## src/rtl/inert_intf_if.sv

```systemverilog
`default_nettype none
// ============================================================================
// Module      : inert_intf_if
// Description : Transaction handshake between the inertial-sensor sequencer
//               and the SPI master (start pulse, command word, completion).
// Revision    : 1.0  initial release
// ============================================================================
interface inert_intf_if;
    logic        wrt;
    logic [15:0] cmd;
    logic        done;
    logic [15:0] rd_data;

    // Sequencer side issues transactions; SPI master side completes them.
    modport master (
        output wrt,
        output cmd,
        input  done,
        input  rd_data
    );

    modport slave (
        input  wrt,
        input  cmd,
        output done,
        output rd_data
    );
endinterface
`default_nettype wire

```

## src/rtl/inert_intf.sv

```systemverilog
`default_nettype none
// ============================================================================
// Module      : inert_intf
// Description : Inertial-sensor transaction sequencer. Configures the sensor
//               after power-up, then reads pitch rate and Z acceleration on
//               every data-ready interrupt and presents them with a vld strobe.
// Revision    : 1.0  initial release
// ============================================================================
module inert_intf #(
    parameter int TMR_W = 16
) (
    input  logic               clk,
    input  logic               rst_n,
    input  logic               INT,
    inert_intf_if.master       spi,
    output logic signed [15:0] ptch_rt,
    output logic signed [15:0] AZ,
    output logic               vld
);

    localparam logic [15:0] c_CMD_INT_CFG = 16'h0D02;
    localparam logic [15:0] c_CMD_ACC_CFG = 16'h1053;
    localparam logic [15:0] c_CMD_GYR_CFG = 16'h1150;
    localparam logic [15:0] c_CMD_RND_CFG = 16'h1460;
    localparam logic [15:0] c_CMD_RD_PL   = 16'hA200;
    localparam logic [15:0] c_CMD_RD_PH   = 16'hA300;
    localparam logic [15:0] c_CMD_RD_AL   = 16'hAC00;
    localparam logic [15:0] c_CMD_RD_AH   = 16'hAD00;
    localparam logic [TMR_W-1:0] c_TMR_ONE = {{(TMR_W-1){1'b0}}, 1'b1};

    typedef enum logic [3:0] {
        S_PWRUP    = 4'd0,
        S_INIT1    = 4'd1,
        S_INIT2    = 4'd2,
        S_INIT3    = 4'd3,
        S_INIT4    = 4'd4,
        S_WAIT_INT = 4'd5,
        S_RD_PL    = 4'd6,
        S_RD_PH    = 4'd7,
        S_RD_AL    = 4'd8,
        S_RD_AH    = 4'd9
    } state_t;

    state_t             r_state;
    logic [TMR_W-1:0]   r_tmr;
    logic               r_int_ff1;
    logic               r_int_ff2;
    logic [7:0]         r_pl;
    logic [7:0]         r_ph;
    logic [7:0]         r_al;
    logic [7:0]         r_ah;
    logic               r_wrt;
    logic [15:0]        r_cmd;
    logic signed [15:0] r_ptch_rt;
    logic signed [15:0] r_az;
    logic               r_vld;

    logic               w_xfer_done;
    logic               w_unused_ok;

    // A done coincident with our own wrt belongs to no transaction of ours.
    assign w_xfer_done = spi.done & ~r_wrt;

    always_ff @(posedge clk or negedge rst_n) begin
        if (!rst_n) begin
            r_state   <= S_PWRUP;
            r_tmr     <= '0;
            r_int_ff1 <= 1'b0;
            r_int_ff2 <= 1'b0;
            r_pl      <= 8'h00;
            r_ph      <= 8'h00;
            r_al      <= 8'h00;
            r_ah      <= 8'h00;
            r_wrt     <= 1'b0;
            r_cmd     <= 16'h0000;
            r_ptch_rt <= 16'sh0000;
            r_az      <= 16'sh0000;
            r_vld     <= 1'b0;
        end else begin
            r_int_ff1 <= INT;
            r_int_ff2 <= r_int_ff1;
            r_wrt     <= 1'b0;
            r_vld     <= 1'b0;

            case (r_state)
                S_PWRUP: begin
                    r_tmr <= r_tmr + c_TMR_ONE;
                    if (&r_tmr) begin
                        r_state <= S_INIT1;
                        r_wrt   <= 1'b1;
                        r_cmd   <= c_CMD_INT_CFG;
                    end
                end

                S_INIT1: if (w_xfer_done) begin
                    r_state <= S_INIT2;
                    r_wrt   <= 1'b1;
                    r_cmd   <= c_CMD_ACC_CFG;
                end

                S_INIT2: if (w_xfer_done) begin
                    r_state <= S_INIT3;
                    r_wrt   <= 1'b1;
                    r_cmd   <= c_CMD_GYR_CFG;
                end

                S_INIT3: if (w_xfer_done) begin
                    r_state <= S_INIT4;
                    r_wrt   <= 1'b1;
                    r_cmd   <= c_CMD_RND_CFG;
                end

                S_INIT4: if (w_xfer_done) begin
                    r_state <= S_WAIT_INT;
                end

                // Interrupt level is sampled only here; nothing is queued.
                S_WAIT_INT: if (r_int_ff2) begin
                    r_state <= S_RD_PL;
                    r_wrt   <= 1'b1;
                    r_cmd   <= c_CMD_RD_PL;
                end

                S_RD_PL: if (w_xfer_done) begin
                    r_pl    <= spi.rd_data[7:0];
                    r_state <= S_RD_PH;
                    r_wrt   <= 1'b1;
                    r_cmd   <= c_CMD_RD_PH;
                end

                S_RD_PH: if (w_xfer_done) begin
                    r_ph    <= spi.rd_data[7:0];
                    r_state <= S_RD_AL;
                    r_wrt   <= 1'b1;
                    r_cmd   <= c_CMD_RD_AL;
                end

                S_RD_AL: if (w_xfer_done) begin
                    r_al    <= spi.rd_data[7:0];
                    r_state <= S_RD_AH;
                    r_wrt   <= 1'b1;
                    r_cmd   <= c_CMD_RD_AH;
                end

                // Both words load on the same edge so the pair stays coherent.
                S_RD_AH: if (w_xfer_done) begin
                    r_ah      <= spi.rd_data[7:0];
                    r_ptch_rt <= {r_ph, r_pl};
                    r_az      <= {spi.rd_data[7:0], r_al};
                    r_vld     <= 1'b1;
                    r_state   <= S_WAIT_INT;
                end

                default: r_state <= S_PWRUP;
            endcase
        end
    end

    assign spi.wrt = r_wrt;
    assign spi.cmd = r_cmd;
    assign ptch_rt = r_ptch_rt;
    assign AZ      = r_az;
    assign vld     = r_vld;

    // Upper receive byte carries nothing; high accel byte bypasses r_ah.
    assign w_unused_ok = &{1'b0, spi.rd_data[15:8], r_ah};

endmodule
`default_nettype wire

```

## src/flat_wrapper.sv

```systemverilog
// flat-port wrapper written by rule: the top's interface ports become plain ports
module inert_intf_flat 
#(
    parameter int TMR_W = 16
)
  (clk, rst_n, INT, ptch_rt, AZ, vld, spi_wrt, spi_cmd, spi_done, spi_rd_data);
  inert_intf_if spi_i ();
  input  logic clk;
  input  logic rst_n;
  input  logic INT;
  output logic signed [15:0] ptch_rt;
  output logic signed [15:0] AZ;
  output logic vld;
  output wire logic [$bits(spi_i.wrt)-1:0] spi_wrt;
  output wire logic [$bits(spi_i.cmd)-1:0] spi_cmd;
  input wire logic [$bits(spi_i.done)-1:0] spi_done;
  input wire logic [$bits(spi_i.rd_data)-1:0] spi_rd_data;
  assign spi_wrt = spi_i.wrt;
  assign spi_cmd = spi_i.cmd;
  assign spi_i.done = spi_done;
  assign spi_i.rd_data = spi_rd_data;
  inert_intf #(.TMR_W(TMR_W)) u_core (.clk(clk), .rst_n(rst_n), .INT(INT), .spi(spi_i), .ptch_rt(ptch_rt), .AZ(AZ), .vld(vld));
endmodule
```

## config.mk

```make
export PLATFORM = sky130hd
export DESIGN_NAME = inert_intf_flat
export DESIGN_NICKNAME = d
export VERILOG_FILES = /design/src/rtl/inert_intf_if.sv /design/src/rtl/inert_intf.sv /design/src/flat_wrapper.sv
export SDC_FILE = /design/constraint.sdc
export NUM_CORES = 1
export LEC_CHECK = 0
export ABC_AREA = 1
export BUFFER_PORTS_ARGS = -buffer_cell sky130_fd_sc_hd__buf_2
export CORE_MARGIN = 3
export CORE_UTILIZATION = 55
export DETAILED_ROUTE_END_ITERATION = 10
export PLACE_DENSITY = 0.88
export REMOVE_ABC_BUFFERS = 1
export SLEW_MARGIN = 20
export SYNTH_ARGS = -nofsm -noshare
export SYNTH_HDL_FRONTEND = slang
export SYNTH_SLANG_ARGS = --single-unit
```

## constraint.sdc

```tcl
create_clock -name clk -period 2.2 [get_ports clk]
set_input_delay 0.44 -clock clk [delete_from_list [all_inputs] [get_ports clk]]
set_output_delay 0.44 -clock clk [all_outputs]
set_load 0.005 [all_outputs]
```

### Yosys cells after proc, flatten, opt, wreduce, memory -nomap -nowiden

Cells that the tools add are included.

* bits in registers: 96
* input bits: 20
* output and inout bits: 50
* word-level logic and storage cells: 68

* add/sub/neg operators: 1
* eq/ne operators: 18
* muxes and demuxes: 24
* bitwise logic cells: 2
* reduce and logical (&&, ||, !) cells: 11

Operators by type and width (count)
* 16-bit 2-to-1 mux: 8
* 16-bit one-hot mux with 8 select lines: 1
* 4-bit 2-to-1 mux: 9
* 4-bit one-hot mux with 9 select lines: 1
* 2-bit by 1-bit inequality test with 1-bit output (second input constant): 9
* 9-bit AND reduction: 2
* 16-bit by 1-bit adder with 16-bit output (second input constant): 1
* 4-bit by 3-bit equality test with 1-bit output (second input constant): 4
* 16-bit AND reduction: 1
* 4-bit by 2-bit equality test with 1-bit output (second input constant): 2
* 4-bit equality test (second input constant): 2
* 2-bit AND reduction: 4
* 8-bit nonzero test: 1
* 6-bit OR reduction: 1
* 4-bit by 1-bit equality test with 1-bit output (second input constant): 1
* 4-bit logical NOT: 1
* 1-bit 2-to-1 mux: 4
* 1-bit one-hot mux with 3 select lines: 1
* 2-bit OR reduction: 1
* 1-bit AND: 1
* 1-bit NOT: 1

### Longest topological paths before layout

Gate-level depths: netlist (run 1).

* depth after elaboration: 4
* gate-level depth with buffers: 10
* gate-level depth less buffers: 10

### Worst setup path before layout (run 1)

Ideal clock, no wire load.

* path type: reg2reg
* start point: register u_core.r_tmr[1]
* end point: register u_core.r_state[3]
* setup time: 117 ps
* arrival: 1380 ps
* required time: 2083 ps
* path slack: 704 ps
* stages on the path, launching flop included: 11
* path buffers: 0
* clock period less this slack: 1496 ps
* cells stage by stage: dfrtp_1 > ha_1 > nand2_1 > nor2_1 > nand2_1 > nor2_1 > nor2_1 > nor2_1 > nand2_1 > nand2_1 > nand2_1

* word-level cells in the longest chain between the ends: 3

Ends and longest elaborated chain
* start: declaration: line inert_intf.sv:45 `logic [TMR_W-1:0] r_tmr;`
* start signal: assignment: line inert_intf.sv:87 `r_tmr <= r_tmr + c_TMR_ONE;`
* 16-bit AND reduction: line inert_intf.sv:88 `if (&r_tmr) begin`
* 2-bit by 1-bit inequality test with 1-bit output (no line)
* 9-bit AND reduction (no line)
* end signal: assignment: line inert_intf.sv:89 `r_state <= S_INIT1;`
* end signal: assignment: line inert_intf.sv:96 `r_state <= S_INIT2;`
* end signal: assignment: line inert_intf.sv:102 `r_state <= S_INIT3;`
* end: declaration: line inert_intf.sv:44 `state_t r_state;`

Every way passes these cells.
A chain may end at the register's enable or synchronous reset.

### Worst setup path after layout (run 1)

* start point: register u_core.r_state[0]
* end point: register u_core.r_az[0] (netlist: u_core.AZ[0])

* word-level cells in the longest chain between the ends: 2

Ends and longest elaborated chain
* start signal: assignment: line inert_intf.sv:66 `r_state <= S_PWRUP;`
* start signal: assignment: line inert_intf.sv:89
* start signal: assignment: line inert_intf.sv:96
* 4-bit equality test: line inert_intf.sv:85 `case (r_state)`
* 2-bit AND reduction (no line)
* end signal: assignment: line inert_intf.sv:149 `r_az <= {spi.rd_data[7:0], r_al};`
* end: declaration: line inert_intf.sv:55 `logic signed [15:0] r_az;`

Every way passes these cells.

==> impl_metrics.csv, run 1 <==
group,metric,value,unit
status,status,"complete, no violations",
timing,tightestPinTransition,762,ps
setup_path,start_kind,"flop",
setup_path,worstReg2RegStart,"u_core.r_state[0]",
clock_network,cts_buffers,9,
setup_path,critPathLaunch,"u_core.r_state[0]",
floorplanning,die_x,90.1,um
timing,skew,8.13,ps
logic_synthesis,async_reset_ff_frac,1.00,
floorplanning,die_height,90.1,um
global_routing,grt_pass1_vias,2767,
place,port_buffers,57,
setup_path,crit_type,"flop to flop",
setup_path,cpMostUsedCell,"inv_2",
floorplanning,rows,30,
clock_network,root_buffer,"clkbuf_8",
timing,maxSlewHeadroom,0.492,
detailed_routing,via_per_inst,4.93,
clock_network,clk_pin_slew,90,ps
final_layout,antennaDiodeCount,0,
setup_path,crit_path_end_kind,"flop",
final_layout,post_layout_nonfiller_instances,595,
place,dp_hpwl,5.26,mm
place,place_ws,329,ps
timing,timing.final.hold_violations,0,
setup_path,regToRegSetupSlack,370,ps
timing,worst_slack,374,ps
place,place.gp.congestion,0.881,
setup_path,reg2reg_depth,7,
detailed_routing,dr.pass1.iters,5,
logic_synthesis,synthCells,437,
global_routing,overflow,0,
logic_synthesis,yosysMostFrequentCell,"nand2_1",
setup_path,crit_path_top_delay_cell,"dfrtp_1",
floorplanning,die-area,8110,um^2
global_routing,grt.met3_usage,0.0460,
final_layout,fillers,541,
timing,finalSetupViolCount,0,
logic_synthesis,synth_top_cell_by_area,"dfrtp_1",
logic_synthesis,synth_edf_count,0,
clock_network,cts_tree,"done",
place,dp_cells,578,
detailed_routing,via_count,2933,
floorplanning,initial_core_util,0.569,
setup_path,critPathCapture,"u_core.AZ[0]",
global_routing,grt_first_pass_wirelength,12.8,mm
setup_path,max_stage_delay,480,ps
global_routing,met2_usage,0.309,
final_layout,final_nets,515,
clock_network,cts_sinks,90,
final_layout,area_growth,14.6,%
global_routing,grt_max_degree,49,
logic_synthesis,synth.top_cells.by_area,"dfrtp_1 (58%), nand2_1 (16%), o21ai_0 (3.7%)",
final_layout,stdcell_area,4450,um^2
final_layout,utilization,0.652,
clock_network,clock_latency,360,ps
detailed_routing,drtAntennaViolNets,0,
timing,min_period,1830,ps
flow_run,cap_violations,0,
timing,rsz0062_at_grt,"no",
logic_synthesis,synth_top_area_share,0.580,
setup_path,critPathMaxFanout,48,
global_routing,antenna_found_initial,0,
setup_path,r2r_end,"u_core.AZ[0]",
detailed_routing,drc,0,
setup_path,path_cells,"inv_2 > nor2_2 > nand2_2 > nor2_8 > inv_2 > nand2_1 > o21ai_0",
clock_network,ctsResizeCount,0,
floorplanning,core-area,6830,um^2
logic_synthesis,ys_top_cells_by_count,"nand2_1 (166), dfrtp_1 (90), inv_1 (34)",
place,placed_cell_area,4210,um^2
power_and_ir_drop,p_per_area,676,nW/um^2
clock_network,htreeDepth,3,
timing,slew_violations,0,
power_and_ir_drop,leakage,2.52,nW
logic_synthesis,dominantRegCellSynth,"dfrtp_1",
detailed_routing,wl_per_cell,12.4,um
floorplanning,ios,70,
hold_path,hold_class,"primary input to flop",
final_layout,drive_gt1_frac,0.194,
clock_network,clock_path_buffers,2,
hold_path,hp-start,"INT",
power_and_ir_drop,vdd_drop_max,0.000353,V
timing,max_clock_freq,548,MHz
logic_synthesis,ys_ff_latch,90,
timing,fin_crit_sh,0.830,
global_routing,busiest_layer,"met2",
timing,fin_tns_setup,0,ps
setup_path,required,2420,ps
logic_synthesis,yosysWarnings,0,
global_routing,grtUsageMet1,0.253,
logic_synthesis,netlist_area,3890,um^2
detailed_routing,first_iter_violations,198,
logic_synthesis,avgSynthCellArea,8.89,um^2
hold_path,whs_path_depth,1,
global_routing,grt_usage,0.193,
setup_path,arrival,2040,ps
detailed_routing,postRouteWirelength,7.38,mm
logic_synthesis,yosysSeqAreaShare,0.580,
logic_synthesis,synth.distinct_cells,30,
==> cells in the final DEF, fill, tap and decap left out <==
master,instances
inv_2,3
buf_2,56
dlygate4sd3_1,1
buf_4,4
nor2_8,1
xnor2_1,5
nand3b_1,2
conb_1,4
nor2_2,2
inv_8,1
buf_12,1
a31o_2,1
clkinvlp_4,1
nand3_1,25
nand2_1,166
xor2_1,5
nor2_4,3
nand4_1,3
nor3_4,1
inv_6,2
inv_1,34
dfrtp_1,90
o21ai_2,4
nor3_1,4
ha_1,1
nor2_1,22
bufinv_16,2
clkbuf_8,10
nand4_2,1
o21ai_0,29
a21oi_1,3
nand2_2,3
o21ai_1,8
o21ba_2,1
==> cell families (layout without fill, tap and decap cells) <==
kind of cell / count (synthesis) / after routing / share of synthesized area
xor gates and xnor gates: 10 / 10 / 0.0225
other: 1 / 4 / 0.000965
DFF: 90 / 90 / 0.580
and+or+nand+nor: 233 / 233 / 0.257
AOI/OAI and AO/OA: 46 / 46 / 0.0654
buffers and inverters: 56 / 115 / 0.0715
adders and majority gates: 1 / 1 / 0.00322
==> registers in the layout (all words and copies together), names as in the netlist <==
signal            count
u_core.AZ            16
u_core.ptch_rt       16
u_core.r_tmr         16
u_core.spi.cmd       10
u_core.r_al           8
u_core.r_ph           8
u_core.r_pl           8
u_core.r_state        4
u_core.r_int_ff1      1
u_core.r_int_ff2      1
u_core.spi.wrt        1
u_core.vld            1
==> area by class of cell <==
| cell class | instances | area, um^2 | area share |
|---|---|---|---|
| Sequential cell | 90 | 2250 | 0.506 |
| Clock buffer | 10 | 138 | 0.0309 |
| Clock inverter | 6 | 96.3 | 0.0216 |
| Inverter | 37 | 139 | 0.0312 |
| Tap cell | 96 | 120 | 0.0270 |
| Multi-Input combinational cell | 294 | 1370 | 0.307 |
| Timing Repair Buffer | 62 | 340 | 0.0764 |
==> per-stage QoR <==
stage | power (mW) | hold slack (ps)
after detailed placement | 1.75 | 346
after global placement | 1.75 | 336
final | 3.01 | 182
after floorplan | 1.70 | 144
after global routing | 3.11 | 179
after CTS | 3.03 | 176
==> worst max-delay path: cells and delay by family, from the launching register on <==
family	cells	cell delay [ps]
buffers and inverters	2	470
DFF	1	480
and+or+nand+nor	4	620
AOI/OAI and AO/OA	1	90
==> routing by layer <==
metal | share of wire | vias up | routed length [um]
met4 | 0.024 | 0 | 177
met1 | 0.45 | 1370 | 3340
met5 | 0 | - | 0
li1 | - | 1476 | -
met3 | 0.039 | 19 | 291
met2 | 0.48 | 68 | 3570
==> worst min-delay path by stage <==
| stage | slack, ps | end |
|---|---|---|
| final | 180 | u_core.r_int_ff1 |
| after global routing | 180 | u_core.r_int_ff1 |
| after CTS | 180 | u_core.r_int_ff1 |
| after detailed placement | 350 | u_core.r_int_ff2 |
| after global placement | 340 | u_core.r_int_ff2 |
| after floorplan | 140 | u_core.AZ[0] |
==> report_power, final <==
part | total, mW | switching, mW | internal, mW
combinational | 0.0641 | 0.0487 | 0.0154
sequential | 1.65 | 0.000632 | 1.65
clock | 1.29 | 0.604 | 0.686
==> repair_timing <==
item	4_1_cts	5_1_grt
setup buffers	0	0
hold buffers	1	0
hold endpoints to repair	23	0
(Power assumes the default switching activity.)
==> run 2: changes to the inputs <==
--- a/config.mk
+++ b/config.mk
@@ -8,9 +8,9 @@
 export ABC_AREA = 1
 export BUFFER_PORTS_ARGS = -buffer_cell sky130_fd_sc_hd__buf_2
 export CORE_MARGIN = 3
-export CORE_UTILIZATION = 55
+export CORE_UTILIZATION = 50
 export DETAILED_ROUTE_END_ITERATION = 10
-export PLACE_DENSITY = 0.88
+export PLACE_DENSITY = 0.85
 export REMOVE_ABC_BUFFERS = 1
 export SLEW_MARGIN = 20
 export SYNTH_ARGS = -nofsm -noshare
==> constraint.sdc (replaced) <==
create_clock -name clk -period 1.5 [get_ports clk]
set_input_delay 0.3 -clock clk [delete_from_list [all_inputs] [get_ports clk]]
set_output_delay 0.3 -clock clk [all_outputs]
set_load 0.005 [all_outputs]
==> impl_metrics.csv, run 2 (synthesis gave the netlist of run 1 again) <==
group,metric,value,unit
status,status,"complete, but fails checks",
status,violations,"setup timing",
power_and_ir_drop,pwr-share-seq,0.593,
detailed_routing,via_per_inst,5.17,
clock_network,htreeDepth,3,
place,dp_hpwl,5.66,mm
clock_network,root_buffer,"clkbuf_8",
timing,slew_violations,0,
detailed_routing,drc,0,
setup_path,crit_path_end_kind,"flop",
clock_network,cts_sinks,90,
flow_run,cap_violations,0,
power_and_ir_drop,power.clock.fraction,0.381,
floorplanning,die_x,94.2,um
setup_path,start_kind,"flop",
final_layout,fillers,501,
timing,min_period,1550,ps
final_layout,final_cell_mix,"nand2_1 (147), dfrtp_1 (86), buf_2 (56)",
setup_path,worstReg2RegStart,"u_core.r_state[3]",
setup_path,required,1750,ps
timing,timing.hold.ws,45.3,ps
final_layout,antennaDiodeCount,0,
timing,skew,10.3,ps
final_layout,final_common_cell,"nand2_1",
detailed_routing,wl_per_cell,15.0,um
global_routing,overflow,0,
clock_network,clock_path_buffers,2,
setup_path,critPathMaxFanout,7,
final_layout,drive_gt1_frac,0.335,
clock_network,clock_latency,370,ps
clock_network,clk_pin_slew,90,ps
detailed_routing,dr.pass1.iters,5,
detailed_routing,drtAntennaViolNets,0,
global_routing,grt_usage,0.196,
power_and_ir_drop,p_per_area,803,nW/um^2
floorplanning,core-area,7410,um^2
global_routing,grt_max_degree,33,
detailed_routing,postRouteWirelength,9.61,mm
clock_network,cts_tree,"done",
power_and_ir_drop,p_sw,0.972,mW
floorplanning,die_height,94.2,um
timing,rsz0062_at_grt,"yes",
setup_path,arrival,1800,ps
power_and_ir_drop,leakage,2.82,nW
clock_network,cts_buffers,9,
timing,fin_crit_sh,1.03,
global_routing,grt_pass1_vias,3073,
timing,max_clock_freq,645,MHz
global_routing,grt_first_pass_wirelength,13.7,mm
floorplanning,die-area,8870,um^2
setup_path,reg2reg_depth,9,
timing,worst_slack,-50.4,ps
setup_path,regToRegSetupSlack,-50,ps
power_and_ir_drop,switching_share,0.237,
floorplanning,ios,70,
setup_path,crit_type,"flop to flop",
setup_path,critPathCapture,"u_core.AZ[0]",
floorplanning,initial_core_util,0.525,
power_and_ir_drop,p_int,3.12,mW
place,place.gp.congestion,0.884,
final_layout,final_nets,559,
timing,finalSetupViolCount,32,
setup_path,critPathLaunch,"u_core.r_state[3]",
final_layout,area_growth,31.1,%
detailed_routing,first_iter_violations,232,
hold_path,hold_class,"primary input to flop",
setup_path,r2r_end,"u_core.AZ[0]",
final_layout,utilization,0.688,
power_and_ir_drop,pwr-share-comb,0.025,
timing,timing.final.hold_violations,0,
global_routing,antenna_found_initial,0,
floorplanning,rows,31,
detailed_routing,via_count,3322,
place,port_buffers,57,
power_and_ir_drop,vdd_drop_max,0.000438,V
-- run 2: cell count changes in the layout (fill, tap and decap cells not counted), moves of 4 or more --
cell	before	now
nor2_1	22	13
dfrtp_1	90	86
nor2_4	3	8
clkbuf_16	0	4
o21ai_0	29	22
buf_6	0	9
nor2_2	2	6
dfrtp_2	0	4
buf_4	4	30
nand2_2	3	19
o21ai_2	4	9
nand2_1	166	147
nand2_4	0	4
-- run 2: worst min path at each step --
stage,start,end,slack (ps),cells after the start
after floorplan,rst_n,u_core.AZ[0],4,0
after global placement,rst_n,u_core.r_al[3],260,1
after detailed placement,rst_n,u_core.r_al[3],270,1
after CTS,INT,u_core.r_int_ff1,30,1
after global routing,INT,u_core.r_int_ff1,40,1
final,INT,u_core.r_int_ff1,50,1
-- run 2: power by group through the flow --
stage | clock network [mW] | registers (mW) | logic [mW]
6_report | 1.56 | 2.43 | 0.104
5_1_grt | 1.69 | 2.43 | 0.120
4_1_cts | 1.57 | 2.43 | 0.105
3_5_place_dp | 0 | 2.48 | 0.102
3_3_place_gp | 0 | 2.48 | 0.0995
2_1_floorplan | 0 | 2.48 | 0.0169
-- run 2: repair_timing --
action / in CTS / in global routing
gates cloned: 2 / 6
endpoints found under the setup margin: 20 / 47
pin swaps: 15 / 23
hold buffers: 1 / 0
gates resized for setup: 24 / 51
setup buffers: 6 / 3
hold endpoints to repair: 29 / 0
-- run 2: through the flow --
step	setup TNS, ps	std cells	power (mW)	setup slack, ps	area [um^2]
final	-455	642	4.09	-50.4	5090
after global routing	-3770	642	4.24	-133	5090
after CTS	-88.1	633	4.10	-21.2	4790
after detailed placement	-1320	608	2.58	-108	4450
after global placement	-281	608	2.57	-43.5	4450
after floorplan	-4300	421	2.49	-379	3760
-- run 2: area by class of cell --
| type | count | area (um^2) | share of cell area |
|---|---|---|---|
| clock buffers | 10 | 138 | 0.0270 |
| clock inverters | 6 | 48.8 | 0.00958 |
| inverters | 37 | 146 | 0.0287 |
| multi-input cells | 295 | 1560 | 0.306 |
| flip-flops and latches | 90 | 2260 | 0.443 |
| well taps | 99 | 124 | 0.0243 |
| repair buffers | 105 | 825 | 0.162 |
-- run 2: critical path: stages, from the launching register on --
cell	delay [ps]
dfrtp_1	440
inv_2	90
nor2_4	140
nand2_2	100
buf_12	130
nor2_8	140
inv_8	80
buf_12	140
nand2_1	80
o21ai_1	80
-- run 2: routing by layer --
metal / up-vias / share of wire / global-route usage
li1: 1571 / - / -
met1: 1614 / 0.40 / 0.236
met2: 107 / 0.52 / 0.338
met3: 30 / 0.043 / 0.0288
met4: 0 / 0.035 / 0.106
met5: - / 0 / 0
